===== src/rtl/countdown_timer_pkg.sv =====
// Shared types and constants for the MM:SS countdown timer: state encoding,
// digit limits and the BCD-to-7-segment decoder used by the board displays.
package countdown_timer_pkg;

  typedef enum logic [2:0] {
    ST_IDLE   = 3'd0,
    ST_LOADED = 3'd1,
    ST_RUN    = 3'd2,
    ST_PAUSE  = 3'd3,
    ST_DONE   = 3'd4
  } state_e;

  localparam logic [3:0] DIGIT_MAX_9 = 4'd9;
  localparam logic [3:0] DIGIT_MAX_5 = 4'd5;

  // Active-low segments, bit0 = a .. bit6 = g
  localparam logic [6:0] SEG_0     = 7'b1000000;
  localparam logic [6:0] SEG_1     = 7'b1111001;
  localparam logic [6:0] SEG_2     = 7'b0100100;
  localparam logic [6:0] SEG_3     = 7'b0110000;
  localparam logic [6:0] SEG_4     = 7'b0011001;
  localparam logic [6:0] SEG_5     = 7'b0010010;
  localparam logic [6:0] SEG_6     = 7'b0000010;
  localparam logic [6:0] SEG_7     = 7'b1111000;
  localparam logic [6:0] SEG_8     = 7'b0000000;
  localparam logic [6:0] SEG_9     = 7'b0010000;
  localparam logic [6:0] SEG_BLANK = 7'h7F;

  function automatic logic [6:0] bcd_to_seg(input logic [3:0] bcd);
    logic [6:0] seg;
    case (bcd)
      4'd0:    seg = SEG_0;
      4'd1:    seg = SEG_1;
      4'd2:    seg = SEG_2;
      4'd3:    seg = SEG_3;
      4'd4:    seg = SEG_4;
      4'd5:    seg = SEG_5;
      4'd6:    seg = SEG_6;
      4'd7:    seg = SEG_7;
      4'd8:    seg = SEG_8;
      4'd9:    seg = SEG_9;
      default: seg = SEG_BLANK;
    endcase
    return seg;
  endfunction

  function automatic logic [3:0] clamp_digit(input logic [3:0] val, input logic [3:0] max);
    return (val > max) ? max : val;
  endfunction

endpackage


===== src/rtl/countdown_timer_bcd_down_digit.sv =====
// One BCD down-counting digit with synchronous load; wraps 0 -> MAX when
// decremented, so a chain of these forms the MM:SS borrow chain.
module bcd_down_digit
  import countdown_timer_pkg::*;
#(
  parameter logic [3:0] MAX = DIGIT_MAX_9
) (
  input  logic       clk,
  input  logic       rst,
  input  logic       load,
  input  logic [3:0] load_val,
  input  logic       dec,
  output logic [3:0] val,
  output logic       is_zero
);

  logic [3:0] val_q, val_d;

  always_comb begin
    val_d = val_q;
    if (load) begin
      val_d = load_val;
    end else if (dec) begin
      val_d = (val_q == 4'd0) ? MAX : (val_q - 4'd1);
    end
  end

  always_ff @(posedge clk or negedge rst) begin
    if (!rst) begin
      val_q <= 4'd0;
    end else begin
      val_q <= val_d;
    end
  end

  assign val     = val_q;
  assign is_zero = (val_q == 4'd0);

endmodule


===== src/rtl/countdown_timer.sv =====
// MM:SS countdown timer: synchronised start/stop and load buttons, run-gated
// tick divider, BCD borrow chain and registered 7-segment / status outputs.
//
// state  | meaning
// IDLE   | after reset, or a 00:00 preset was loaded; start ignored
// LOADED | preset held in the digits, waiting for start
// RUN    | divider counting, digits decrement on each tick
// PAUSE  | digits and divider frozen, start resumes
// DONE   | reached 00:00, alarm flag high until the next load
module countdown_timer
  import countdown_timer_pkg::*;
#(
  parameter int TICK_DIV    = 50_000_000,
  parameter int SYNC_STAGES = 2
) (
  input  logic        clk,
  input  logic        rst,
  input  logic        Start_Stop,
  input  logic        load,
  input  logic [15:0] preset,
  output logic [6:0]  Out1,
  output logic [6:0]  Out2,
  output logic [6:0]  Out3,
  output logic [6:0]  Out4,
  output logic        done,
  output logic        running
);

  localparam int DIV_W = (TICK_DIV > 1) ? $clog2(TICK_DIV) : 1;
  localparam logic [DIV_W-1:0] DIV_TC = DIV_W'(TICK_DIV - 1);

  logic [SYNC_STAGES-1:0] ss_sync_q, ss_sync_d;
  logic [SYNC_STAGES-1:0] ld_sync_q, ld_sync_d;
  logic                   ss_prev_q, ss_prev_d;
  logic                   ld_prev_q, ld_prev_d;
  logic                   ss_edge, ld_edge;

  state_e                 state_q, state_d;
  logic [DIV_W-1:0]       div_q, div_d;
  logic                   tick, dig_load, dec_en;

  logic [3:0]             pre_so, pre_st, pre_mo, pre_mt;
  logic                   preset_zero;
  logic [3:0]             so_val, st_val, mo_val, mt_val;
  logic                   so_zero, st_zero, mo_zero, mt_zero;
  logic                   all_zero, last_second;

  logic [6:0]             seg1_q, seg1_d, seg2_q, seg2_d, seg3_q, seg3_d, seg4_q, seg4_d;
  logic                   done_q, done_d, running_q, running_d;

  // Button synchronisers followed by a single-cycle rising-edge detect
  always_comb begin
    ss_sync_d[0] = Start_Stop;
    ld_sync_d[0] = load;
    for (int i = 1; i < SYNC_STAGES; i++) begin
      ss_sync_d[i] = ss_sync_q[i-1];
      ld_sync_d[i] = ld_sync_q[i-1];
    end
    ss_prev_d = ss_sync_q[SYNC_STAGES-1];
    ld_prev_d = ld_sync_q[SYNC_STAGES-1];
  end

  assign ss_edge = ss_sync_q[SYNC_STAGES-1] & ~ss_prev_q;
  assign ld_edge = ld_sync_q[SYNC_STAGES-1] & ~ld_prev_q;

  assign pre_so      = clamp_digit(preset[3:0],   DIGIT_MAX_9);
  assign pre_st      = clamp_digit(preset[7:4],   DIGIT_MAX_5);
  assign pre_mo      = clamp_digit(preset[11:8],  DIGIT_MAX_9);
  assign pre_mt      = clamp_digit(preset[15:12], DIGIT_MAX_9);
  assign preset_zero = (preset == 16'h0000);

  assign all_zero    = mt_zero & mo_zero & st_zero & so_zero;
  assign last_second = mt_zero & mo_zero & st_zero & (so_val == 4'd1);

  // A zero preset always lands in IDLE so RUN never starts from 00:00
  always_comb begin
    state_d  = state_q;
    div_d    = div_q;
    tick     = 1'b0;
    dig_load = 1'b0;
    if (ld_edge) begin
      dig_load = 1'b1;
      div_d    = '0;
      state_d  = preset_zero ? ST_IDLE : ST_LOADED;
    end else begin
      unique case (state_q)
        ST_LOADED: begin
          if (ss_edge) begin
            state_d = ST_RUN;
            div_d   = '0;
          end
        end
        ST_RUN: begin
          if (ss_edge) begin
            state_d = ST_PAUSE;
          end else if (div_q == DIV_TC) begin
            div_d = '0;
            tick  = 1'b1;
            if (all_zero || last_second) begin
              state_d = ST_DONE;
            end
          end else begin
            div_d = div_q + 1'b1;
          end
        end
        ST_PAUSE: begin
          if (ss_edge) begin
            state_d = ST_RUN;
          end
        end
        default: ;
      endcase
    end
  end

  assign dec_en = tick & ~all_zero;

  bcd_down_digit #(.MAX(DIGIT_MAX_9)) u_sec_ones (
    .clk      (clk),
    .rst      (rst),
    .load     (dig_load),
    .load_val (pre_so),
    .dec      (dec_en),
    .val      (so_val),
    .is_zero  (so_zero)
  );

  bcd_down_digit #(.MAX(DIGIT_MAX_5)) u_sec_tens (
    .clk      (clk),
    .rst      (rst),
    .load     (dig_load),
    .load_val (pre_st),
    .dec      (dec_en & so_zero),
    .val      (st_val),
    .is_zero  (st_zero)
  );

  bcd_down_digit #(.MAX(DIGIT_MAX_9)) u_min_ones (
    .clk      (clk),
    .rst      (rst),
    .load     (dig_load),
    .load_val (pre_mo),
    .dec      (dec_en & so_zero & st_zero),
    .val      (mo_val),
    .is_zero  (mo_zero)
  );

  bcd_down_digit #(.MAX(DIGIT_MAX_9)) u_min_tens (
    .clk      (clk),
    .rst      (rst),
    .load     (dig_load),
    .load_val (pre_mt),
    .dec      (dec_en & so_zero & st_zero & mo_zero),
    .val      (mt_val),
    .is_zero  (mt_zero)
  );

  always_comb begin
    seg1_d    = bcd_to_seg(so_val);
    seg2_d    = bcd_to_seg(st_val);
    seg3_d    = bcd_to_seg(mo_val);
    seg4_d    = bcd_to_seg(mt_val);
    done_d    = (state_d == ST_DONE);
    running_d = (state_d == ST_RUN);
  end

  always_ff @(posedge clk or negedge rst) begin
    if (!rst) begin
      ss_sync_q <= '0;
      ld_sync_q <= '0;
      ss_prev_q <= 1'b0;
      ld_prev_q <= 1'b0;
      state_q   <= ST_IDLE;
      div_q     <= '0;
      seg1_q    <= SEG_0;
      seg2_q    <= SEG_0;
      seg3_q    <= SEG_0;
      seg4_q    <= SEG_0;
      done_q    <= 1'b0;
      running_q <= 1'b0;
    end else begin
      ss_sync_q <= ss_sync_d;
      ld_sync_q <= ld_sync_d;
      ss_prev_q <= ss_prev_d;
      ld_prev_q <= ld_prev_d;
      state_q   <= state_d;
      div_q     <= div_d;
      seg1_q    <= seg1_d;
      seg2_q    <= seg2_d;
      seg3_q    <= seg3_d;
      seg4_q    <= seg4_d;
      done_q    <= done_d;
      running_q <= running_d;
    end
  end

  assign Out1    = seg1_q;
  assign Out2    = seg2_q;
  assign Out3    = seg3_q;
  assign Out4    = seg4_q;
  assign done    = done_q;
  assign running = running_q;

endmodule

===== config.mk =====
export PLATFORM = sky130hd
export DESIGN_NAME = countdown_timer
export DESIGN_NICKNAME = d
export VERILOG_FILES = /design/src/rtl/countdown_timer_pkg.sv /design/src/rtl/countdown_timer_bcd_down_digit.sv /design/src/rtl/countdown_timer.sv
export SDC_FILE = /design/constraint.sdc
export NUM_CORES = 1
export LEC_CHECK = 0
export ABC_AREA = 1
export CAP_MARGIN = 15
export CORE_ASPECT_RATIO = 2
export CORE_MARGIN = 2
export CORE_UTILIZATION = 35
export CTS_CLUSTER_SIZE = 10
export DETAILED_ROUTE_END_ITERATION = 7
export PLACE_DENSITY = 0.61
export SYNTH_ARGS = -nofsm -noshare
export SYNTH_HDL_FRONTEND = slang
export SYNTH_SLANG_ARGS = --single-unit

===== constraint.sdc =====
create_clock -name clk -period 1.9 [get_ports clk]
set_input_delay 0.475 -clock clk [delete_from_list [all_inputs] [get_ports clk]]
set_output_delay 0.475 -clock clk [all_outputs]
set_load 0.03 [all_outputs]

==> impl_metrics.yaml, run 1 <==
worst_setup_path:
  cp-endpoint: "running"
  end_kind: "primary output"
  crit_family: "buffers and inverters"
  slowest_delay_ns: 0.68
  start_kind: "flip-flop"
  r2r-end: "u_min_tens.val[3]$_DFFE_PN0P_"
  r2r-start: "div_q[1]$_DFFE_PN0P_"
  regToRegSetupSlack_ns: 0.03
  arrival_ns: 1.40
  path_depth: 1
  cp-startpoint: "running$_DFF_PN0_"
  crit_path_max_fanout: 1
  path_cells: "clkdlybuf4s50_1"
  critPathSlowestCell: "clkdlybuf4s50_1"
  worstPathRequired_ns: 1.42
  critPathKind: "reg2out"
  crit_buf_inv: 1
  r2r_cells: 11
outcome:
  status: "finished clean"
synthesis:
  synth_edf_count: 0
  yosysTopAreaCell: "dfrtp_1"
  yosys-top-cells-area: "dfrtp_1 (43%), nand2_1 (11%), inv_1 (6.8%), ha_1 (5.9%), o21ai_0 (5.8%)"
  ys_types: 41
  ys_seq_area_share_pct: 45.30
  synth_ff_type: "dfrtp_1"
  avgSynthCellArea_sq_um: 7.828
  synth_warnings: 0
  ys_ff_latch: 81
  synthArstFlopShare_pct: 100.0
  synth.top_cell.area_share_pct: 42.96
  synth_area_sq_mm: 0.004486
  syn_inst: 573
  synth_nets: 614
floorplanning:
  die_w_um: 84.05
  io_pins: 50
  die_area_sq_mm: 0.01379
  die_h_um: 164.1
  initial_core_util_pct: 35.73
  rows: 58
  coreArea_sq_mm: 0.01255
placement:
  dp_cells: 826
  routabilityCongestion: 0.9597
  hpwl_um: 10260
  place_ws_ns: -0.004009
  portBuffers: 49
route:
  wl_per_cell_um: 15.34
  drtAntennaViolNets: 0
  drtIter0Drc: 138
  drt-total-wl_um: 13000
  drc: 0
  vias: 4371
  first_pass_iters: 4
  routed_via_density: 5.161
global_routing:
  overflow: 0
  grt_max_degree: 36
  use_met2_pct: 38.64
  grt_pass1_vias: 4519
  grt_first_pass_wirelength_um: 20890
  grt.total_usage_pct: 19.32
  top_usage_layer: "met2"
  use_met3_pct: 2.915
  grtUsageMet1_pct: 17.33
  antenna_found_initial: 0
sta:
  slew_violations: 0
  rsz0062_at_grt: "true"
  setup_violations: 0
  period_share_pct: 98.71
  min_period_ns: 1.875
  maxSlewHeadroom_pct: 62.76
  fin_ws_ns: 0.02454
  worst_slew_pin_slew_ns: 0.5528
  fmax_mhz: 533.2
  worst_clock_skew_ns: 0.009334
  final_hold_viol_count: 0
  fin_setup_tns_ns: 0
layout:
  fin_cells: 847
  drive_gt1_share_pct: 19.94
  antenna_cells: 0
  fillers: 1237
  final_nets: 733
  synthToLayoutAreaGrowth_pct: 36.88
  postLayoutCoreUtil_pct: 48.90
power:
  ir_drop_uv: 832.7
  powerDensity_mw_per_mm2: 1332
  p_leak_nw: 2.922
  total_power_mw: 8.178
clock_network:
  cts.hold.buffers_added: 0
  clock_tree.buffer_depth: 2
  cts_tree: "done"
  tritoncts.num_buffers: 9
  clock_latency_ns: 0.34
  clkSinkCount: 81
  path_clk_slew_ns: 0.06
  cts-htree-levels: 3
  cts-root-buf: "clkbuf_16"
run:
  drv_cap: 0
worst_hold_path:
  hold_path_class: "in2async"
-- stage by stage --
stage / instance area [sq um] / hold WS [ns]
4_1_cts: 5929 / 0.1033
5_1_grt: 6140 / 0.1253
6_report: 6140 / 0.09344
3_3_place_gp: 5614 / 0.3614
3_5_place_dp: 5614 / 0.3665
2_1_floorplan: 4486 / 0.1794
-- worst register-to-register path, cell delays in order (launching register included) --
cell     delay, ns
dfrtp_1       0.36
ha_2          0.19
nand3_2       0.11
nor2_4        0.18
nand3_2       0.11
nor2_4        0.14
nand2_2       0.09
o21ai_4       0.17
buf_12        0.16
nand3_4       0.11
nand2_2       0.09
nand2_2       0.05
-- registers in the layout (all words and copies together), names as in the netlist, 2 cells and up --
signal and flops:
u_sec_tens.val 4, u_min_tens.val 4, Out1 7, Out3 7, ld_sync_q 2, state_q 3, ss_sync_q 2, div_q 26
Out2 7, u_sec_ones.val 4, Out4 7, u_min_ones.val 4
-- power by group --
part           switching (mW)  internal [mW]  total [mW]
clock                   0.747           1.07        1.82
sequential              0.243           2.25        2.49
combinational            2.32           1.55        3.87
total                    3.31           4.86        8.18
-- worst min path at each step --
stage | start | endpoint | depth (start not counted)
6_report | rst | div_q[4]$_DFFE_PN0P_ | 1
3_5_place_dp | ld_sync_q[1]$_DFF_PN0_ | ld_prev_q$_DFF_PN0_ | 0
4_1_cts | rst | u_sec_tens.val[3]$_DFFE_PN0P_ | 1
2_1_floorplan | rst | Out1[0]$_DFF_PN0_ | 0
5_1_grt | rst | div_q[0]$_DFFE_PN0P_ | 1
3_3_place_gp | ld_sync_q[1]$_DFF_PN0_ | ld_prev_q$_DFF_PN0_ | 0
-- cell usage after synthesis, types with 2 or more instances --
cell	instances
a21oi_1	21
nor3_1	9
inv_2	5
nand2_1	131
and2_1	2
nand2_2	2
o21ai_1	2
or2_2	3
o22ai_1	4
o211ai_1	5
a22o_1	2
nor4_1	2
xor2_1	5
inv_1	81
nand4_1	21
nand3_2	3
o21ai_0	52
clkbuf_1	5
dfrtp_1	77
nor2_1	56
ha_1	21
a211oi_1	3
nor3b_1	3
a21boi_0	4
dfstp_2	4
a22oi_1	2
buf_2	3
nand3_1	29
nor2_2	4
-- layout by cell type, fill, tap and decap left out, types with 9 or more instances in the layout --
| cell | n |
|---|---|
| nor3_1 | 9 |
| o21ai_0 | 47 |
| clkbuf_16 | 9 |
| a21oi_1 | 21 |
| clkdlybuf4s50_1 | 44 |
| dfrtp_1 | 77 |
| nand4_1 | 21 |
| inv_2 | 10 |
| nand2_1 | 119 |
| nor2_1 | 52 |
| nand2_2 | 13 |
| ha_1 | 18 |
| inv_1 | 76 |
| buf_4 | 61 |
| nand3_1 | 25 |
-- per-layer routing --
metal | share of wire, % | wire [um] | vias up
met2 | 58 | 7528 | 100
met5 | 0 | 0 | -
met3 | 2.5 | 321 | 49
li1 | - | - | 2116
met4 | 6.1 | 787 | 0
met1 | 34 | 4358 | 2106
-- cell type report --
cell class	count	area, sq um	area share (%)
Sequential cell	81	2032	33.10
Timing Repair Buffer	117	1057	17.22
Clock inverter	6	73.82	1.202
Multi-Input combinational cell	396	2223	36.21
Clock buffer	10	239.0	3.892
Tap cell	150	187.7	3.057
Inverter	87	326.6	5.319
-- repair_timing --
item | in CTS | in global routing
setup buffers | 0 | 4
endpoints found under the hold margin | 0 | 0
cloned | 0 | 1
resized for setup | 6 | 51
pin swaps | 1 | 17
setup endpoints to repair | 6 | 35
-- cells by family (layout without fill, tap and decap cells) --
group,count (synthesis),in the layout,synth area share (%)
adders and majority gates,21,21,5.858
buffers and inverters,96,220,8.284
and+or+nand+nor,266,266,26.05
DFF,81,81,45.30
AOI/OAI and AO/OA,103,103,13.33
xor gates and xnor gates,6,6,1.172
No activity file was read; power rests on OpenSTA's default activity.
==> run 2: changes to the inputs <==
SETUP_SLACK_MARGIN = 0.1   (was default)
==> run 2 against run 1 <==
  * First-iteration DRC count increased by 12%
  * Maximum frequency increased by 3.0%
  * Final cell count increased by 1.3%
  * Critical path depth increased by 10
  * Hold slack got worse by 0.0017 ns
  * Clock power about the same
  * Largest cell class unchanged
  * Largest power group unchanged
==> impl_metrics.yaml, run 2 (synthesis gave the netlist of run 1 again) <==
global_routing:
  grt_pass1_vias: 4598
  grt_first_pass_wirelength_um: 21130
  grt_max_degree: 36
  antenna_found_initial: 0
  grt.total_usage_pct: 19.54
  overflow: 0
floorplanning:
  io_pins: 50
  die_area_sq_mm: 0.01379
  initial_core_util_pct: 35.73
  die_h_um: 164.1
  coreArea_sq_mm: 0.01255
  die_w_um: 84.05
  rows: 58
outcome:
  status: "finished clean"
clock_network:
  cts-htree-levels: 3
  clock_latency_ns: 0.34
  cts-root-buf: "clkbuf_16"
  cts_tree: "done"
  clock_tree.buffer_depth: 2
  path_clk_slew_ns: 0.06
  tritoncts.num_buffers: 9
  cts.hold.buffers_added: 0
  clkSinkCount: 81
route:
  drc: 0
  vias: 4454
  routed_via_density: 5.191
  drtIter0Drc: 154
  drtAntennaViolNets: 0
  first_pass_iters: 4
  wl_per_cell_um: 15.33
  drt-total-wl_um: 13160
power:
  p_leak_nw: 3.031
  p_clk_share_pct: 22.4
  p_sw_share_pct: 41.44
  ir_drop_uv: 833.7
  p_int_mw: 4.756
  powerDensity_mw_per_mm2: 1294
  combPwrFrac_pct: 47.0
  seqPwrFrac_pct: 30.6
  p_switching_mw: 3.366
worst_setup_path:
  crit_buf_inv: 2
  critPathSlowestCell: "dfrtp_1"
  critPathKind: "reg2reg"
  crit_path_max_fanout: 4
  start_kind: "flip-flop"
  end_kind: "flip-flop"
  arrival_ns: 2.06
  path_cells: "ha_2, nand3_2, nor2_4, buf_6, nand3_4, nor2_4, nand4_1, nor2_1, nand2_1, nand3_2, inv_2"
  crit_family: "simple AND/OR/NAND/NOR gates"
  slowest_delay_ns: 0.36
  worstPathRequired_ns: 2.14
layout:
  drive_gt1_share_pct: 24.72
  largest_register_ffs: 26
  final_nets: 744
  stdcell_area_sq_mm: 0.006275
  fillers: 1247
  top_register: "div_q"
  most-common-layout-cells: "nand2_1 (109), dfrtp_1 (76), inv_1 (72)"
  final_common_cell: "nand2_1"
  synthToLayoutAreaGrowth_pct: 39.89
  antenna_cells: 0
sta:
  setup_violations: 0
  rsz0062_at_grt: "true"
  min_period_ns: 1.821
  fmax_mhz: 549.0
  fin_setup_tns_ns: 0
  maxSlewHeadroom_pct: 62.61
  worst_slew_pin_slew_ns: 0.5550
  worst_clock_skew_ns: 0.01016
  slew_violations: 0
  final_hold_viol_count: 0
  period_share_pct: 95.87
placement:
  portBuffers: 49
  place_area_sq_mm: 0.005614
  routabilityCongestion: 0.9597
  hpwl_um: 10260
worst_hold_path:
  hold_path_class: "in2async"
run:
  drv_cap: 0
## run 2: cell types whose count changed in the layout (fill, tap and decap cells not counted), sizes merged
cell,change
clkdlybuf4s50,-26
dlygate4sd2,+26
buf,+11
## run 2: area by class of cell
type,instances,area [sq um],share of cell area (%)
Timing Repair Buffer,128,1111,17.71
Sequential cell,81,2033,32.40
Clock inverter,6,73.82,1.176
Multi-Input combinational cell,396,2298,36.63
Tap cell,150,187.7,2.991
Inverter,87,331.6,5.284
Clock buffer,10,239.0,3.809
## run 2: repair_timing
action | 4_1_cts | 5_1_grt
endpoints found under the setup margin | 59 | 43
gates resized for setup | 45 | 74
setup buffers | 6 | 9
pin swaps | 9 | 23
gates cloned | 1 | 0
## run 2: worst paths after layout
kind / start / end / slack (ns) / cells past startpoint
min: rst / div_q[4]$_DFFE_PN0P_ / 0.09 / 1
max in group asynchronous: rst / Out2[6]$_DFF_PN1_ / 1.17 / 2
min reg2reg: ld_sync_q[1]$_DFF_PN0_ / ld_prev_q$_DFF_PN0_ / 0.38 / 0
max reg2reg: div_q[1]$_DFFE_PN0P_ / div_q[18]$_DFFE_PN0P_ / 0.08 / 11
max: div_q[1]$_DFFE_PN0P_ / div_q[18]$_DFFE_PN0P_ / 0.08 / 11
min in group clk: ld_sync_q[1]$_DFF_PN0_ / ld_prev_q$_DFF_PN0_ / 0.38 / 0
## run 2: power by group through the flow
stage / sequential (mW) / clock, mW / combinational, mW
CTS: 2.48 / 1.85 / 3.59
global placement: 2.50 / 0 / 3.69
floorplan: 3.13 / 0 / 1.48
finish: 2.48 / 1.82 / 3.82
global route: 2.54 / 1.93 / 4.20
detailed placement: 2.52 / 0 / 3.75
## run 2: metrics by stage
stage	instances	hold WS (ns)	total power, mW	setup WS, ns	utilization [%]
global route	858	0.1252	8.674	-0.01477	49.98
CTS	849	0.1033	7.923	0.06150	47.78
floorplan	573	0.1794	4.613	0.1493	-
detailed placement	826	0.3665	6.273	-0.004009	44.72
global placement	826	0.3614	6.190	0.05095	44.72
finish	858	0.09178	8.122	0.07850	49.98
## run 2: layer usage
metal	global-route usage, %	up-vias	wire length, um
li1	-	2140	-
met1	17.40	2151	4269
met2	39.25	115	7729
met3	2.915	48	382
met4	12.39	0	773
met5	0	-	0
==> run 3: changes to the inputs <==
CORE_MARGIN = default   (was 2)
==> run 3 against run 2 <==
  * The flow now finishes with violations (negative hold slack)
  * Maximum frequency up 0.17%
  * First-iteration DRC count up 75%
  * Die area fell by 3.6%
  * Hold slack got worse by 0.093 ns
  * Wire length increased by 1.9%
  * Via count is 1.2% higher
  * Combinational power rose by 2%
  * Count of clock-buffer cells in the layout up 1
  * Sequential power is essentially flat
  * Register-to-register slack barely moved
  * Critical path type unchanged
==> impl_metrics.yaml, run 3 (synthesis gave the netlist of run 1 again) <==
outcome:
  status: "complete, but fails checks"
  violations: "negative hold slack"
placement:
  place_ws_ns: -0.08341
  place_area_sq_mm: 0.005587
  hpwl_um: 10180
  routabilityCongestion: 0.9277
  portBuffers: 49
worst_setup_path:
  slowest_delay_ns: 0.35
  start_kind: "flip-flop"
  path_cells: "ha_2, nand3_2, nor2_4, nand3_2, nor2_4, buf_6, nand2_4, o21ai_4, buf_12, nand3_4, nand2_2, nand2_1"
  worstPathRequired_ns: 2.13
  critPathSlowestCell: "dfrtp_1"
  crit_path_max_fanout: 6
  crit_family: "simple AND/OR/NAND/NOR gates"
  end_kind: "flip-flop"
  crit_buf_inv: 2
  arrival_ns: 2.05
  critPathKind: "reg2reg"
power:
  p_leak_nw: 3.101
  powerDensity_mw_per_mm2: 1289
  ir_drop_uv: 743.3
layout:
  final_common_cell: "nand2_1"
  drive_gt1_share_pct: 25.35
  fillers: 1194
  top_register: "div_q"
  largest_register_ffs: 26
  postLayoutCoreUtil_pct: 50.64
  final_nets: 750
  multiInputGateArea_sq_mm: 0.002337
  most-common-layout-cells: "nand2_1 (110), dfrtp_1 (77), buf_4 (76)"
  antenna_cells: 0
  synthToLayoutAreaGrowth_pct: 41.73
  stdcell_area_sq_mm: 0.006357
  seqCellArea_sq_mm: 0.002032
route:
  first_pass_iters: 5
  vias: 4508
  drtAntennaViolNets: 0
  wl_per_cell_um: 15.52
  drtIter0Drc: 270
  drc: 0
  drt-total-wl_um: 13410
  routed_via_density: 5.218
sta:
  final_hold_viol_count: 3
  min_period_ns: 1.818
  setup_violations: 0
  fin_setup_tns_ns: 0
  worst_clock_skew_ns: 0.009303
  fmax_mhz: 549.9
  rsz0062_at_grt: "true"
  hold_slack_ns: -0.001710
  period_share_pct: 95.70
  slew_violations: 0
  fin_ws_ns: 0.08163
  worst_slew_pin_slew_ns: 0.5241
  maxSlewHeadroom_pct: 64.69
clock_network:
  clock_latency_ns: 0.34
  clkSinkCount: 81
  tritoncts.num_buffers: 9
  cts.hold.buffers_added: 0
  cts-htree-levels: 3
  cts_tree: "done"
  cts-root-buf: "clkbuf_16"
  path_clk_slew_ns: 0.07
  clock_tree.buffer_depth: 2
floorplanning:
  io_pins: 50
  die_h_um: 162.1
  die_area_sq_mm: 0.01330
  rows: 58
  die_w_um: 82.05
  coreArea_sq_mm: 0.01255
  initial_core_util_pct: 35.73
global_routing:
  grt.total_usage_pct: 21.24
  overflow: 0
  antenna_found_initial: 0
  grt_first_pass_wirelength_um: 20980
  grt_max_degree: 44
  grt_pass1_vias: 4582
worst_hold_path:
  hold_path_class: "in2async"
run:
  drv_cap: 0
run 3: changes by cell type in the layout (fill, tap and decap cells not counted), sizes merged:
cell	previous run	this run
buf	80	86
clkinv	4	0
clkinvlp	0	3
dlygate4sd2	30	27
dlymetal6s2s	0	3
clkbuf	10	11
run 3: layout make-up:
class                      count  share of cell area, %
tap                          150                  2.952
multi-input combinational    396                  36.76
clock inverter                 5                 0.9841
timing repair buffer         134                  18.28
clock buffer                  11                  3.818
sequential                    81                  31.96
inverter                      87                  5.235
run 3: worst paths after layout:
kind                                              from                       endpoint  slack [ns]  cells after the start
worst max-delay path              div_q[0]$_DFFE_PN0P_  u_min_ones.val[1]$_DFFE_PN0P_        0.08                     12
worst min-delay path                               rst              Out2[0]$_DFF_PN0_      -0.002                      1
worst max register to register    div_q[0]$_DFFE_PN0P_  u_min_ones.val[1]$_DFFE_PN0P_        0.08                     12
worst min register to register  ss_sync_q[0]$_DFF_PN0_         ss_sync_q[1]$_DFF_PN0_        0.37                      0
max in group asynchronous                          rst              Out1[6]$_DFF_PN1_        1.32                      2
min in group clk                ss_sync_q[0]$_DFF_PN0_         ss_sync_q[1]$_DFF_PN0_        0.37                      0
run 3: stage by stage:
step / std cells / power [mW]
after floorplan: 573 / 4.613
after global placement: 824 / 6.196
after detailed placement: 824 / 6.257
after global routing: 864 / 8.761
final: 864 / 8.193
after CTS: 849 / 7.886
run 3: where the power goes:
group / leakage (nW) / internal (mW) / switching (mW)
clock network: 0.143 / 1.06 / 0.734
registers: 1.01 / 2.25 / 0.241
logic: 1.95 / 1.50 / 2.40
run 3: what timing repair did:
action / CTS / global route
pin swaps: 9 / 29
gates cloned: 1 / 0
gates resized for setup: 38 / 88
setup buffers: 8 / 15
endpoints found under the setup margin: 48 / 40
run 3: per-layer routing:
metal  wire (um)  vias up  global-route usage, %
met3         387       51                  2.978
met5           0        -                      0
met1        4287     2164                  19.24
li1            -     2152                      -
met4         847        0                  13.88
met2        7884      141                  40.91
